<file path="src/rtl/router_reg_gen.sv">
// -----------------------------------------------------------------------------
// router_reg_gen
//   Datapath register block for a packet router. It captures the header,
//   drives bytes to the output FIFO, buffers one byte while the FIFO is full,
//   accumulates running parity and payload length, and checks both against
//   the trailing parity byte and the header length field.
//
// Ports
//   clock, resetn        : rising-edge clock, asynchronous active-low reset
//   pkt_valid, data_in   : source byte stream
//   fifo_full            : destination FIFO back-pressure
//   detect_add .. rst_int_reg : one-hot-ish decodes from the router FSM
//   dout                 : registered byte to FIFO
//   parity_done          : packet parity byte has been captured
//   low_pkt_valid        : source has dropped pkt_valid (end of packet seen)
//   err / len_err        : parity / length mismatch for the current packet
//   err_count            : saturating count of errored packets
// -----------------------------------------------------------------------------
module router_reg_gen #(
    parameter int DATA_W = 8,
    parameter int ADDR_W = 2,
    parameter int CNT_W  = 8
) (
    input  logic              clock,
    input  logic              resetn,
    input  logic              pkt_valid,
    input  logic [DATA_W-1:0] data_in,
    input  logic              fifo_full,
    input  logic              detect_add,
    input  logic              lfd_state,
    input  logic              ld_state,
    input  logic              laf_state,
    input  logic              full_state,
    input  logic              rst_int_reg,
    output logic [DATA_W-1:0] dout,
    output logic              parity_done,
    output logic              low_pkt_valid,
    output logic              err,
    output logic              len_err,
    output logic [CNT_W-1:0]  err_count
);

    localparam int LEN_W = DATA_W - ADDR_W;

    logic [DATA_W-1:0] hdr_q,     hdr_d;
    logic [DATA_W-1:0] hold_q,    hold_d;
    logic [DATA_W-1:0] dout_q,    dout_d;
    logic [DATA_W-1:0] int_par_q, int_par_d;
    logic [DATA_W-1:0] pkt_par_q, pkt_par_d;
    logic [LEN_W:0]    cnt_q,     cnt_d;
    logic              pdone_q,   pdone_d;
    logic              pdone_dly_q;
    logic              lpv_q,     lpv_d;
    logic              err_q,     err_d;
    logic              len_err_q, len_err_d;
    logic [CNT_W-1:0]  ecnt_q,    ecnt_d;

    logic hdr_ok, byte_acc, par_ld, chk, par_mis, len_mis;

    always_comb begin
        // A header addressed to the all-ones port is not a valid destination,
        // so the previously captured header is kept.
        hdr_ok   = detect_add && pkt_valid && (data_in[ADDR_W-1:0] != '1);
        byte_acc = ld_state && pkt_valid && !full_state;
        // Parity byte arrives either directly, or was stranded while the FIFO
        // was full and is picked up again in the load-after-full state.
        par_ld   = (ld_state && !pkt_valid && !fifo_full) ||
                   (laf_state && lpv_q && !pdone_q);
        // Check fires in the first cycle parity_done is visible high.
        chk      = pdone_q && !pdone_dly_q;
        par_mis  = (int_par_q != pkt_par_q);
        len_mis  = (cnt_q != {1'b0, hdr_q[DATA_W-1:ADDR_W]});

        hdr_d     = hdr_ok ? data_in : hdr_q;
        hold_d    = (ld_state && fifo_full) ? data_in : hold_q;

        dout_d = dout_q;
        if (lfd_state)                    dout_d = hdr_q;
        else if (ld_state && !fifo_full)  dout_d = data_in;
        else if (laf_state)               dout_d = hold_q;

        int_par_d = int_par_q;
        if (detect_add)     int_par_d = '0;
        else if (lfd_state) int_par_d = int_par_q ^ hdr_q;
        else if (byte_acc)  int_par_d = int_par_q ^ data_in;

        cnt_d = cnt_q;
        if (detect_add)
            cnt_d = '0;
        else if (byte_acc && (cnt_q != {(LEN_W+1){1'b1}}))
            cnt_d = cnt_q + (LEN_W+1)'(1);

        pkt_par_d = par_ld ? data_in : pkt_par_q;

        pdone_d = pdone_q;
        if (detect_add)  pdone_d = 1'b0;
        else if (par_ld) pdone_d = 1'b1;

        lpv_d = lpv_q;
        if (rst_int_reg)                 lpv_d = 1'b0;
        else if (ld_state && !pkt_valid) lpv_d = 1'b1;

        err_d     = err_q;
        len_err_d = len_err_q;
        ecnt_d    = ecnt_q;
        if (detect_add) begin
            err_d     = 1'b0;
            len_err_d = 1'b0;
        end else if (chk) begin
            err_d     = err_q | par_mis;
            len_err_d = len_err_q | len_mis;
            if ((par_mis || len_mis) && (ecnt_q != {CNT_W{1'b1}}))
                ecnt_d = ecnt_q + CNT_W'(1);
        end
    end

    always_ff @(posedge clock or negedge resetn) begin
        if (!resetn) begin
            hdr_q       <= '0;
            hold_q      <= '0;
            dout_q      <= '0;
            int_par_q   <= '0;
            pkt_par_q   <= '0;
            cnt_q       <= '0;
            pdone_q     <= 1'b0;
            pdone_dly_q <= 1'b0;
            lpv_q       <= 1'b0;
            err_q       <= 1'b0;
            len_err_q   <= 1'b0;
            ecnt_q      <= '0;
        end else begin
            hdr_q       <= hdr_d;
            hold_q      <= hold_d;
            dout_q      <= dout_d;
            int_par_q   <= int_par_d;
            pkt_par_q   <= pkt_par_d;
            cnt_q       <= cnt_d;
            pdone_q     <= pdone_d;
            pdone_dly_q <= pdone_q;
            lpv_q       <= lpv_d;
            err_q       <= err_d;
            len_err_q   <= len_err_d;
            ecnt_q      <= ecnt_d;
        end
    end

    assign dout          = dout_q;
    assign parity_done   = pdone_q;
    assign low_pkt_valid = lpv_q;
    assign err           = err_q;
    assign len_err       = len_err_q;
    assign err_count     = ecnt_q;

endmodule
</file>
<file path="config.mk">
export PLATFORM = sky130hd
export DESIGN_NAME = router_reg_gen
export DESIGN_NICKNAME = d
export VERILOG_FILES = /design/src/rtl/router_reg_gen.sv
export SDC_FILE = /design/constraint.sdc
export NUM_CORES = 1
export LEC_CHECK = 0
export ABC_AREA = 0
export BUFFER_PORTS_ARGS = -buffer_cell sky130_fd_sc_hd__buf_2
export CAP_MARGIN = 20
export CORE_ASPECT_RATIO = 0.5
export CORE_MARGIN = 5
export CORE_UTILIZATION = 52
export DETAILED_ROUTE_END_ITERATION = 6
export PLACE_DENSITY_LB_ADDON = 0.3
export SLEW_MARGIN = 5
export SYNTH_ARGS = -nofsm -noshare
export SYNTH_HDL_FRONTEND = slang
export SYNTH_SLANG_ARGS = --single-unit
export TNS_END_PERCENT = 20
</file>
<file path="constraint.sdc">
create_clock -name clock -period 5.35 [get_ports clock]
set_clock_uncertainty 0.2 [all_clocks]
set_input_delay 0.535 -clock clock [delete_from_list [all_inputs] [get_ports clock]]
set_output_delay 0.535 -clock clock [all_outputs]
set_load 0.01 [all_outputs]
</file>
==> flow_metrics.py <==
metrics = {
    "global_routing": {
        "antenna_found_initial": 0,
        "grt_pass1_vias": 2010,
        "gr-usage-all-layers_pct": 19.2,
        "grt_max_degree": 61,
        "overflow": 0,
        "grt_first_pass_wirelength_mm": 10.0,
    },
    "sta": {
        "worst-slew-pin-transition_ps": 754,
        "period_share_pct": 44.1,
        "fin_ws_ps": 2990,
        "hold_viol_final": 0,
        "setup_viol": 0,
        "slew_headroom_pct": 49.7,
        "finalSetupTns_ps": 0,
        "fin_crit_ps": 2360,
        "rsz0062_at_grt": "no",
        "slew_viol_final": 0,
        "fmax_mhz": 424,
    },
    "setup_path": {
        "crit_family": "simple AND/OR/NAND/NOR gates",
        "worstSetupPathType": "register to register",
        "cp_slowest_cell": "nor4_1",
        "critPathRequiredTime_ps": 5370,
        "crit_arrival_ps": 2380,
        "crit_fanout": 7,
        "critPathLaunch": "int_par_q[2]",
        "worst_setup_path_start_kind": "register",
        "critPathMaxStageDelay_ps": 620,
        "endpoint_kind": "register",
        "r2r_start": "int_par_q[2]",
        "path_cells": "xor2_1 -> nor4_1 -> nand4_2 -> nand2_2 -> mux2_2",
        "critical_path_buf_inv_count": 0,
    },
    "synth": {
        "synthCells": 251,
        "netlist_area_um2": 2820,
        "async_reset_ff_share_pct": 100,
        "synth.net_count": 271,
        "synthFlopType": "dfrtp_1",
        "syn_area_per_cell_um2": 11.2,
        "yosysWarnings": 0,
        "ys_seq_elements": 60,
        "synth_edf_count": 0,
        "synth_cell_type_count": 35,
        "seq_area_frac_synth_pct": 53.2,
    },
    "clocking": {
        "cts_buffers": 9,
        "cts_setup_buffers": 0,
        "clkTransAtPathRegs_ps": 60,
        "ctsResizeCount": 0,
        "tritoncts": "done",
        "clk_path_buf_depth": 2,
        "cts_max_level": 3,
        "cts_root_buffer": "clkbuf_8",
        "cts_hold_buffers": 0,
        "cts.sinks": 60,
        "clk_latency_ps": 340,
    },
    "power": {
        "pwr-share-comb_pct": 19.0,
        "p_int_mw": 0.838,
        "p_per_area_nw_per_um2": 361,
        "power_frac_clock_pct": 31.4,
        "p_seq_share_pct": 49.6,
        "peakVddDrop_v": 0.000219,
        "p_switching_mw": 0.339,
        "p_leak_nw": 1.56,
        "swShare_pct": 28.8,
    },
    "place": {
        "dpl.hpwl_mm": 4.23,
        "dpl_worst_slack_ps": 3050,
        "portBuffers": 37,
        "place_congestion": 0.857,
    },
    "drt": {
        "wl_mm": 5.94,
        "drtIter0Drc": 115,
        "drc": 0,
        "ant_nets": 0,
        "first_pass_iters": 4,
        "wl_per_cell_um": 16.1,
        "via_count": 2009,
        "vias_per_cell": 5.46,
    },
    "floorplanning": {
        "die_y_um": 62.1,
        "coreArea_um2": 5090,
        "die_area_um2": 7090,
        "start_util_pct": 55.4,
        "die_w_um": 114,
        "rows": 18,
        "ios": 38,
    },
    "layout": {
        "syn2layout_area_growth_pct": 15.4,
        "layout_common_cells": "dfrtp_1, buf_2, nor2_1, xor2_1, mux2_2",
        "fill_cells": 425,
        "mostFrequentLayoutCell": "dfrtp_1",
        "diodes": 0,
        "multiInputGateArea_um2": 1250,
        "drive_gt1_share_pct": 28.2,
        "regArea_um2": 1500,
        "layout.nets": 313,
    },
    "status": {
        "status": "finished clean",
    },
    "min_path": {
        "hold_path_startpoint": "rst_int_reg",
        "hp-class": "input pin to register",
    },
    "flow_run": {
        "maxCapViolCount": 0,
    },
}
==> registers in the layout, summed over array words and instances (netlist names) <==
name / flops
low_pkt_valid: 1
err_count: 8
pdone_dly_q: 1
err: 1
int_par_q: 8
parity_done: 1
len_err: 1
hold_q: 8
cnt_q: 7
pkt_par_q: 8
dout: 8
hdr_q: 8
==> kinds of logic after synthesis <==
kind of cell / Yosys count / synth area share (%)
and+or+nand+nor: 65 / 11.7
DFF: 60 / 53.2
xor gates and xnor gates: 34 / 10.6
AOI/OAI and AO/OA: 48 / 11.6
muxes: 24 / 9.54
buffers and inverters: 18 / 2.53
adders and majority gates: 2 / 0.887
==> worst paths after layout <==
kind / to / slack [ps] / cells past startpoint
max: err_count[1] / 2990 / 5
max reg2reg: err_count[1] / 2990 / 5
min reg2reg: dout[5] / 290 / 1
max in group asynchronous: dout[6] / 4310 / 2
min in group asynchronous: err_count[4] / 150 / 2
min: low_pkt_valid / 140 / 2
==> Yosys cell counts, types with 2 or more instances <==
master,n,area share (%)
mux2_2,23,9.2
nand3_1,3,0.53
xnor2_1,8,2.5
inv_1,10,1.3
a21boi_0,8,2.1
nand2_1,12,1.6
clkbuf_1,5,0.67
nor2_1,29,3.9
nand4_1,6,1.3
o21ai_0,8,1.4
xor2_1,26,8.1
a21oi_1,20,3.5
nor4_1,2,0.44
ha_1,2,0.89
dfrtp_1,60,53
o21a_1,8,2.1
buf_2,3,0.53
==> layout make-up <==
| type | count | area share (%) |
|---|---|---|
| Multi-Input combinational cell | 173 | 38.3 |
| Inverter | 10 | 1.15 |
| Sequential cell | 60 | 46.1 |
| Clock buffer | 15 | 5.42 |
| Tap cell | 70 | 2.69 |
| Clock inverter | 1 | 0.154 |
| Timing Repair Buffer | 39 | 6.15 |
==> per-layer routing <==
| metal | vias up | wire, um | GRT usage (%) |
|---|---|---|---|
| li1 | 948 | - | - |
| met1 | 1010 | 2840 | 24.6 |
| met2 | 45 | 2740 | 30.8 |
| met3 | 6 | 308 | 6.29 |
| met4 | 0 | 59 | 8.12 |
| met5 | - | 0 | 0 |
==> through the flow <==
step | hold slack, ps | power, mW | instance area (um^2) | instances | util [%]
floorplan | 39.4 | 0.727 | 2820 | 251 | -
global placement | 271 | 0.801 | 3070 | 351 | 60.3
detailed placement | 279 | 0.815 | 3070 | 352 | 60.4
CTS | 123 | 1.19 | 3260 | 368 | 64.0
global route | 135 | 1.24 | 3260 | 368 | 64.0
finish | 139 | 1.18 | 3260 | 368 | 64.0
==> power groups by stage <==
stage,logic (mW),registers (mW),clock network (mW)
6_report,0.224,0.584,0.369
5_1_grt,0.250,0.594,0.399
4_1_cts,0.226,0.583,0.378
3_5_place_dp,0.225,0.590,0
3_3_place_gp,0.216,0.585,0
2_1_floorplan,0.138,0.589,0
(Power assumes the default switching activity.)
